`src/rtl/tpu_fifo_pkg.sv`:
```
// Shared FIFO sizing helpers: pointer and occupancy-count widths for any depth.
package tpu_fifo_pkg;

  // Bits needed to address DEPTH entries (at least one bit).
  function automatic int unsigned ptr_width(input int unsigned depth);
    return (depth <= 2) ? 32'd1 : 32'($clog2(depth));
  endfunction

  // Bits needed to hold an occupancy value from 0 to DEPTH inclusive.
  function automatic int unsigned cnt_width(input int unsigned depth);
    return 32'($clog2(depth + 1));
  endfunction

endpackage

```
`src/rtl/stream_fifo_mem.sv`:
```
// FIFO storage array: one synchronous write port, one asynchronous read port, no reset.
module stream_fifo_mem
  import tpu_fifo_pkg::*;
#(
  parameter int unsigned WIDTH = 16,
  parameter int unsigned DEPTH = 8
) (
  input  logic                         clk,
  input  logic                         we,
  input  logic [ptr_width(DEPTH)-1:0]  waddr,
  input  logic [WIDTH-1:0]             wdata,
  input  logic [ptr_width(DEPTH)-1:0]  raddr,
  output logic [WIDTH-1:0]             rdata
);

  logic [WIDTH-1:0] mem [DEPTH];

  // Write port; contents deliberately survive reset and flush
  always_ff @(posedge clk) begin
    if (we) begin
      mem[waddr] <= wdata;
    end
  end

  assign rdata = mem[raddr];

endmodule

```
`src/rtl/stream_fifo.sv`:
```
// Valid/ready stream FIFO with optional registered output stage and occupancy flags.
module stream_fifo
  import tpu_fifo_pkg::*;
#(
  parameter int unsigned WIDTH    = 16,
  parameter int unsigned DEPTH    = 8,
  parameter int unsigned AF_LEVEL = DEPTH - 2,
  parameter int unsigned AE_LEVEL = 1,
  parameter int unsigned OUT_REG  = 0
) (
  input  logic                        clk,
  input  logic                        rstn,
  input  logic                        flush,
  input  logic                        s_valid,
  output logic                        s_ready,
  input  logic [WIDTH-1:0]            s_data,
  output logic                        m_valid,
  input  logic                        m_ready,
  output logic [WIDTH-1:0]            m_data,
  output logic [cnt_width(DEPTH)-1:0] count,
  output logic                        almost_full,
  output logic                        almost_empty
);

  localparam int unsigned PTR_W = ptr_width(DEPTH);
  localparam int unsigned CNT_W = cnt_width(DEPTH);
  localparam logic [PTR_W-1:0] PTR_LAST = PTR_W'(DEPTH - 1);
  localparam logic [CNT_W-1:0] CNT_FULL = CNT_W'(DEPTH);

  logic             push;
  logic             pop;
  logic             mem_rd;
  logic             mem_we;
  logic [PTR_W-1:0] wr_ptr_q, wr_ptr_d;
  logic [PTR_W-1:0] rd_ptr_q, rd_ptr_d;
  logic [CNT_W-1:0] cnt_q, cnt_d;
  logic [CNT_W-1:0] mem_cnt_q, mem_cnt_d;
  logic [WIDTH-1:0] rd_data;

  // Pointer increment with explicit wrap so non-power-of-two depths use every entry
  function automatic logic [PTR_W-1:0] ptr_inc(input logic [PTR_W-1:0] p);
    return (p == PTR_LAST) ? '0 : p + PTR_W'(1);
  endfunction

  // Ready depends on registered occupancy only, never on m_ready
  assign s_ready      = (cnt_q < CNT_FULL);
  assign push         = s_valid && s_ready;
  assign pop          = m_valid && m_ready;
  assign mem_we       = push && !flush;
  assign count        = cnt_q;
  assign almost_full  = (cnt_q >= CNT_W'(AF_LEVEL));
  assign almost_empty = (cnt_q <= CNT_W'(AE_LEVEL));

  stream_fifo_mem #(
    .WIDTH (WIDTH),
    .DEPTH (DEPTH)
  ) u_mem (
    .clk   (clk),
    .we    (mem_we),
    .waddr (wr_ptr_q),
    .wdata (s_data),
    .raddr (rd_ptr_q),
    .rdata (rd_data)
  );

  if (OUT_REG != 0) begin : g_out_reg
    logic             ovalid_q;
    logic [WIDTH-1:0] odata_q;

    // Storage is read whenever the output register is empty or being drained
    assign mem_rd  = (mem_cnt_q != '0) && (!ovalid_q || m_ready);
    assign m_valid = ovalid_q;
    assign m_data  = odata_q;

    // Output register: refill in the same edge it is popped to avoid bubbles
    always_ff @(posedge clk or negedge rstn) begin
      if (!rstn) begin
        ovalid_q <= 1'b0;
        odata_q  <= '0;
      end else if (flush) begin
        ovalid_q <= 1'b0;
      end else if (mem_rd) begin
        ovalid_q <= 1'b1;
        odata_q  <= rd_data;
      end else if (pop) begin
        ovalid_q <= 1'b0;
      end
    end
  end else begin : g_fwft
    assign mem_rd  = pop;
    assign m_valid = (mem_cnt_q != '0);
    assign m_data  = rd_data;
  end

  // Next pointers and occupancy; flush overrides any push or pop in its cycle
  always_comb begin
    wr_ptr_d  = wr_ptr_q;
    rd_ptr_d  = rd_ptr_q;
    cnt_d     = cnt_q;
    mem_cnt_d = mem_cnt_q;
    if (flush) begin
      wr_ptr_d  = '0;
      rd_ptr_d  = '0;
      cnt_d     = '0;
      mem_cnt_d = '0;
    end else begin
      if (push) begin
        wr_ptr_d = ptr_inc(wr_ptr_q);
      end
      if (mem_rd) begin
        rd_ptr_d = ptr_inc(rd_ptr_q);
      end
      if (push && !pop) begin
        cnt_d = cnt_q + CNT_W'(1);
      end else if (!push && pop) begin
        cnt_d = cnt_q - CNT_W'(1);
      end
      if (push && !mem_rd) begin
        mem_cnt_d = mem_cnt_q + CNT_W'(1);
      end else if (!push && mem_rd) begin
        mem_cnt_d = mem_cnt_q - CNT_W'(1);
      end
    end
  end

  // Control state register
  always_ff @(posedge clk or negedge rstn) begin
    if (!rstn) begin
      wr_ptr_q  <= '0;
      rd_ptr_q  <= '0;
      cnt_q     <= '0;
      mem_cnt_q <= '0;
    end else begin
      wr_ptr_q  <= wr_ptr_d;
      rd_ptr_q  <= rd_ptr_d;
      cnt_q     <= cnt_d;
      mem_cnt_q <= mem_cnt_d;
    end
  end

endmodule

```
`config.mk`:
```
export PLATFORM = sky130hd
export DESIGN_NAME = stream_fifo
export DESIGN_NICKNAME = d
export VERILOG_FILES = /design/src/rtl/tpu_fifo_pkg.sv /design/src/rtl/stream_fifo_mem.sv /design/src/rtl/stream_fifo.sv
export SDC_FILE = /design/constraint.sdc
export NUM_CORES = 1
export LEC_CHECK = 0
export CELL_PAD_IN_SITES_DETAIL_PLACEMENT = 1
export CELL_PAD_IN_SITES_GLOBAL_PLACEMENT = 2
export CORE_ASPECT_RATIO = 1.5
export CORE_MARGIN = 2
export CORE_UTILIZATION = 44
export CTS_CLUSTER_SIZE = 28
export DETAILED_ROUTE_END_ITERATION = 8
export GPL_ROUTABILITY_DRIVEN = 0
export PLACE_DENSITY = 0.86
export SYNTH_ARGS = -nofsm -noshare
export SYNTH_HDL_FRONTEND = slang
export SYNTH_SLANG_ARGS = --single-unit
```
`constraint.sdc`:
```
create_clock -name clk -period 2.9 [get_ports clk]
set_input_delay 0.435 -clock clk [delete_from_list [all_inputs] [get_ports clk]]
set_output_delay 0.435 -clock clk [all_outputs]
set_load 0.01 [all_outputs]
```
==> results.yml, run 1 <==
cts:
  h-tree-depth: 4
  tritoncts: "yes"
  cts_buffer_depth: 2
  cts_buffers: 17
  ctsHoldBuffers: 0
  cts-resized-gates: 0
  clk_pin_slew_ps: 60
  root_buffer: "clkbuf_16"
  clock_sinks: 142
  clkLatencyLatePin_ps: 410
final_layout:
  post_route_cells_drive_above_1_share_pct: 28.4
  area_delta_synth_final_pct: 24.2
  nets: 404
  antenna_cells: 0
  fin_cells: 546
detailed_routing:
  wire_per_inst_um: 22.8
  drtAntennaViolNets: 0
  vias_per_cell: 5.63
  route.detailed.drc: 0
  vias: 3076
  drt-initial-drc-count: 166
  routed_wl_um: 12400
  drt_pass1_iterations: 4
floorplanning:
  die_w_um: 97.7
  dieArea_mm2: 0.0141
  start_util_pct: 44.7
  fp-row-count: 51
  die_h_um: 145
  core_mm2: 0.0130
  top_level_ports: 45
global_route:
  antenna_found_initial: 0
  met3_usage_pct: 4.74
  grtUsageMet2_pct: 34.5
  grt_max_degree: 33
  track_usage_pct: 18.8
  grt_pass1_wl_um: 19500
  top_usage_layer: "met2"
  grt_pass1_vias: 3431
  grt_overflow: 0
  grt_util_met1_pct: 21.6
place:
  post-place-cells: 512
  dp_slack_ps: 364
  dp_hpwl_um: 7950
  io_buffers: 44
worst_setup_path:
  arrival_ps: 2390
  crit_path_max_incr_delay_ps: 530
  cp-start-kind: "flop"
  slowest_stage: "mux4_2"
  cp-end-kind: "output pin"
  crit_type: "reg -> out"
  path_cells: "buf_12 -> mux4_2 -> mux2_2 -> clkdlybuf4s50_1"
  crit_required_ps: 2470
  critPathMaxFanout: 17
synth:
  syn_inst: 305
  synth_area_mm2: 0.00579
  syn_avg_cell_area_um2: 19.0
  synth_adder_area_share_pct: 1.94
  synth_edf_count: 128
  synth_cell_type_count: 38
  synthTopCellsByArea: "edfxtp_1 66%, mux4_2 12%, dfrtp_1 6.0%"
  synth_top_cell_area_share_pct: 66.3
  synthXorXnorAreaFrac_pct: 0.453
  ys_seq_area_share_pct: 72.4
  yosys_register_bits: 142
  synth_compound_area_share_pct: 2.55
  yosys-mux-area-fraction_pct: 15.9
  synth-main-ff-cell: "edfxtp_1"
  synth_top_family_by_area: "multiplexers"
  syn-num-nets: 335
  yosys.area_share.simple_pct: 4.97
  synth.largest_area_cell: "edfxtp_1"
  ys_warn_count: 0
  synth_async_sr_flop_share_pct: 9.86
timing:
  finalCritPeriodShare_pct: 97.4
  rsz0062_at_grt: "false"
  slew_headroom_pct: 51.3
  fin_skew_ps: 7.47
  fmax_mhz: 354
  setup_ws_ps: 74.5
  period_needed_ps: 2830
  tightest_slew_ps: 729
  totalNegativeSetupSlack_ps: 0
  report.final.slew_viol_count: 0
  hold_violations: 0
  setup_viol: 0
power_and_ir_drop:
  p_leak_nw: 2.43
  ir_drop_mv: 0.416
  p_per_area_mw_per_mm2: 859
outcome:
  status: "finished, final reports clean"
hold_path:
  min_path_type: "in -> async"
flow_run:
  maxCapViolCount: 0
cell usage after synthesis, drive strengths merged (3+ instances only):
cell    number
edfxtp     128
mux4        32
nor2        18
mux2        17
dfrtp       14
nand2       11
a21oi       10
clkbuf      10
ha           9
buf          8
nor3         8
inv          5
nand3        5
a31oi        3
nand2b       3
worst paths after layout:
check / slack [ps] / startpoint / to / cells after the start
worst max-delay path: 70 / rd_ptr_q[0] / m_data[11] / 4
worst min-delay path: 460 / rstn / count[3] / 1
worst max register to register: 630 / mem_cnt_q[1] / mem_cnt_q[3] / 7
worst min register to register: 590 / rd_ptr_q[2] / rd_ptr_q[2] / 2
max in group asynchronous: 1940 / rstn / rd_ptr_q[0] / 1
min in group clk: 590 / rd_ptr_q[2] / rd_ptr_q[2] / 2
worst max-delay path, delay by kind of cell (launching register included):
family / cells / cell delay, ps
flip-flops: 1 / 440
buffers and inverters: 2 / 700
multiplexers: 2 / 820
kinds of logic after synthesis:
logic type               Yosys count
adder cells (fa/ha/maj)            9
flip-flops                       142
AO/OA/AOI/OAI                     21
multiplexers                      50
AND/OR/NAND/NOR                   57
buffers and inverters             23
XOR/XNOR                           3
timing repair:
| item | CTS | global route |
|---|---|---|
| endpoints found under the hold margin | 0 | 0 |
| setup endpoints to repair | 1 | 0 |
| buffers inserted | 2 | 0 |
cell usage in the layout, fill, tap and decap left out, types with 2 or more instances in the layout:
cell type          n
a211oi_1           2
a21oi_1           10
a31oi_1            3
and2_1             2
buf_12             3
buf_4             21
bufinv_16          4
clkbuf_16         17
clkdlybuf4s50_1   44
clkinv_2           3
clkinv_4           3
dfrtp_1           13
edfxtp_1         128
ha_1               9
inv_1              5
inv_6              2
mux2_2            17
mux4_2            32
nand2_1           10
nand2b_1           3
nand3_1            5
nor2_1            18
nor2b_1            2
nor3_1             4
nor3_2             4
o21ai_0            2
or3_1              2
xnor2_1            2
flip-flops by register name, indices dropped and copies added, names as in the netlist:
name       cells
u_mem.mem    128
wr_ptr_q       3
mem_cnt_q      4
rd_ptr_q       3
count          4
where the power goes:
group / total [mW] / internal (mW) / leakage, nW / switching [mW]
Clock: 2.27 / 1.44 / 0.302 / 0.833
Sequential: 2.44 / 2.33 / 1.34 / 0.116
Combinational: 1.46 / 0.817 / 0.784 / 0.647
layout make-up:
class | count | area (um2)
clock buffers | 18 | 429
multi-input cells | 140 | 1510
inverters | 5 | 18.8
fillers | 1168 | 5760
repair buffers | 68 | 658
well taps | 159 | 199
flip-flops and latches | 142 | 4200
clock inverters | 14 | 190
through the flow:
step	util [%]	power (mW)	hold slack [ps]	cell area (um2)
3_3_place_gp	50.7	3.90	545	6560
5_1_grt	55.6	6.44	490	7200
2_1_floorplan	-	3.37	139	5790
3_5_place_dp	50.7	3.96	556	6560
6_report	55.6	6.18	458	7200
4_1_cts	55.6	6.25	472	7200
per-layer routing:
layer / up-vias / part of all wire [%] / wire [um]
li1: 1355 / - / -
met1: 1624 / 40 / 4910
met2: 79 / 55 / 6880
met3: 18 / 3.6 / 453
met4: 0 / 1.5 / 186
met5: - / 0 / 0
Note: power is estimated with default switching activity, not from simulation.
==> run 2, diff against run 1 <==
--- a/config.mk
+++ b/config.mk
@@ -6,14 +6,15 @@
 export NUM_CORES = 1
 export LEC_CHECK = 0
 export CELL_PAD_IN_SITES_DETAIL_PLACEMENT = 1
-export CELL_PAD_IN_SITES_GLOBAL_PLACEMENT = 2
+export CELL_PAD_IN_SITES_GLOBAL_PLACEMENT = 1
 export CORE_ASPECT_RATIO = 1.5
 export CORE_MARGIN = 2
-export CORE_UTILIZATION = 44
+export CORE_UTILIZATION = 49
 export CTS_CLUSTER_SIZE = 28
 export DETAILED_ROUTE_END_ITERATION = 8
+export DONT_BUFFER_PORTS = 1
 export GPL_ROUTABILITY_DRIVEN = 0
-export PLACE_DENSITY = 0.86
+export PLACE_DENSITY = 0.82
 export SYNTH_ARGS = -nofsm -noshare
 export SYNTH_HDL_FRONTEND = slang
 export SYNTH_SLANG_ARGS = --single-unit
==> constraint.sdc (replaced) <==
create_clock -name clk -period 2.4 [get_ports clk]
set_input_delay 0.36 -clock clk [delete_from_list [all_inputs] [get_ports clk]]
set_output_delay 0.36 -clock clk [all_outputs]
set_load 0.01 [all_outputs]
==> run 2 against run 1 <==
Against the previous run:
- sequential cell count stayed put
- cell count is 9.9% lower
- combinational power decreased by 5%
- power grew 7.4%
- design area down 7.7%
- global-route usage rose by 1.1 points
- worst hold slack got worse by 420 ps
- routed wire length fell by 5.4%
- via count shrank 7.3%
- clock power hardly changed
- sequential power is 21% higher
- largest cell class unchanged
- largest power group unchanged
==> results.yml, run 2 (synthesized netlist as in run 1, its figures left out) <==
outcome:
  status: "finished, final reports clean"
final_layout:
  post_route_cells_drive_above_1_share_pct: 29.5
  fin_cells: 492
  largest_register_ffs: 128
  area_delta_synth_final_pct: 14.7
  seqCellArea_mm2: 0.00420
  antenna_cells: 0
  utilization_pct: 57.6
  nets: 361
  mostFrequentLayoutCells: "128 x edfxtp_1, 32 x mux4_2, 19 x buf_4"
  layout_commonest_cell: "edfxtp_1"
  multi_input_area_mm2: 0.00151
  nFillCells: 1039
  largest-register: "u_mem.mem"
worst_setup_path:
  crit_type: "reg -> reg"
  r2r_cells: 7
  cp-end-kind: "flop"
  path_cells: "o41ai_4 -> nand2_2 -> ha_1 -> a31oi_1 -> nor2_1 -> a21oi_1 -> mux2_2"
  r2r-end: "mem_cnt_q[3]"
  slowest_stage: "dfrtp_1"
  crit_path_max_incr_delay_ps: 480
  reg2reg_slack_ps: 90
  arrival_ps: 2600
  critPathMaxFanout: 8
  r2r-start: "mem_cnt_q[1]"
  cp-start-kind: "flop"
  crit_required_ps: 2690
floorplanning:
  die_h_um: 137
  die_w_um: 92.8
  fp-row-count: 48
  dieArea_mm2: 0.0127
  core_mm2: 0.0115
  start_util_pct: 50.2
  top_level_ports: 45
power_and_ir_drop:
  p_per_area_mw_per_mm2: 999
  p_leak_nw: 2.20
  ir_drop_mv: 0.588
detailed_routing:
  route.detailed.drc: 0
  wire_per_inst_um: 23.9
  drtAntennaViolNets: 0
  vias_per_cell: 5.80
  drt_pass1_iterations: 4
  routed_wl_um: 11800
  vias: 2852
  drt-initial-drc-count: 153
cts:
  clk_pin_slew_ps: 60
  clock_sinks: 142
  h-tree-depth: 4
  cts_buffer_depth: 2
  cts_buffers: 17
  clkLatencyLatePin_ps: 410
  tritoncts: "yes"
  root_buffer: "clkbuf_16"
timing:
  fin_skew_ps: 7.82
  period_needed_ps: 2310
  fmax_mhz: 432
  report.final.slew_viol_count: 0
  slew_headroom_pct: 53.7
  tightest_slew_ps: 692
  setup_viol: 0
  hold_violations: 0
  finalCritPeriodShare_pct: 96.4
global_route:
  track_usage_pct: 19.9
  antenna_found_initial: 0
  grt_pass1_wl_um: 18200
  grt_overflow: 0
  grt_max_degree: 35
  grt_pass1_vias: 3234
place:
  dp_hpwl_um: 7580
  io_buffers: 0
  post-place-cells: 459
hold_path:
  holdCritStartpoint: "flush"
  min_delay_path_depth: 1
  hold_end: "count[1]"
  min_path_type: "in -> reg"
flow_run:
  maxCapViolCount: 0
run 2: cell count changes in the layout (fill, tap and decap cells not counted):
cell | previous run | this run
buf_12 | 3 | 2
buf_4 | 21 | 19
buf_6 | 0 | 1
bufinv_16 | 4 | 1
clkbuf_1 | 1 | 4
clkdlybuf4s50_1 | 44 | 0
clkinv_1 | 1 | 3
clkinv_4 | 3 | 1
dlygate4sd3_1 | 0 | 3
inv_6 | 2 | 0
run 2: worst max path at each step:
| stage | start | to | cells past startpoint |
|---|---|---|---|
| floorplan | count[3] | u_mem.mem[2][0] | 4 |
| global placement | mem_cnt_q[1] | mem_cnt_q[3] | 7 |
| detailed placement | mem_cnt_q[1] | mem_cnt_q[3] | 7 |
| CTS | rd_ptr_q[0] | m_data[12] | 3 |
| global route | mem_cnt_q[1] | mem_cnt_q[3] | 7 |
| finish | mem_cnt_q[1] | mem_cnt_q[3] | 7 |
run 2: per-layer routing:
metal,wire length (um),vias to the layer above,global-route usage (%)
met3,423,12,5.25
met2,6600,64,36.1
met5,0,-,0
met1,4510,1501,22.5
met4,219,0,7.35
li1,-,1275,-
run 2: cell type report:
type / count / area share, %
Tap cell: 150 / 2.82
Multi-Input combinational cell: 140 / 22.7
Clock buffer: 21 / 6.63
Sequential cell: 142 / 63.1
Timing Repair Buffer: 25 / 3.37
Inverter: 5 / 0.282
Clock inverter: 9 / 1.09
run 2: where the power goes:
part           internal (mW)  leakage, nW  total, mW  switching (mW)
clock                   1.39        0.249       2.29           0.895
combinational          0.671        0.613       1.39           0.721
sequential              2.82         1.34       2.96           0.142
total                   4.88         2.20       6.64            1.76
run 2: stage by stage:
step	total power [mW]	hold WS (ps)	area, um2	setup TNS (ps)	setup slack [ps]
6_report	6.64	35.4	6650	0	85.9
5_1_grt	6.93	19.9	6650	-56.9	-56.9
4_1_cts	6.70	1.59	6630	0	17.7
3_5_place_dp	4.39	64.8	6100	0	146
3_3_place_gp	4.30	64.8	6100	0	251
2_1_floorplan	4.07	64.4	5800	0	115
run 2: worst max-delay path: cells and delay by family, from the launching register on:
kind            cells  cell delay, ps
simple gates        2             210
flops               1             480
fa+ha+maj           1             360
mux                 1             340
compound gates      3             790
run 2: what timing repair did:
action                                 CTS  global route
setup buffers                            0             0
gates resized for setup                  0             1
hold buffers                             2             1
endpoints found under the hold margin   25             1
setup endpoints to repair                0             5
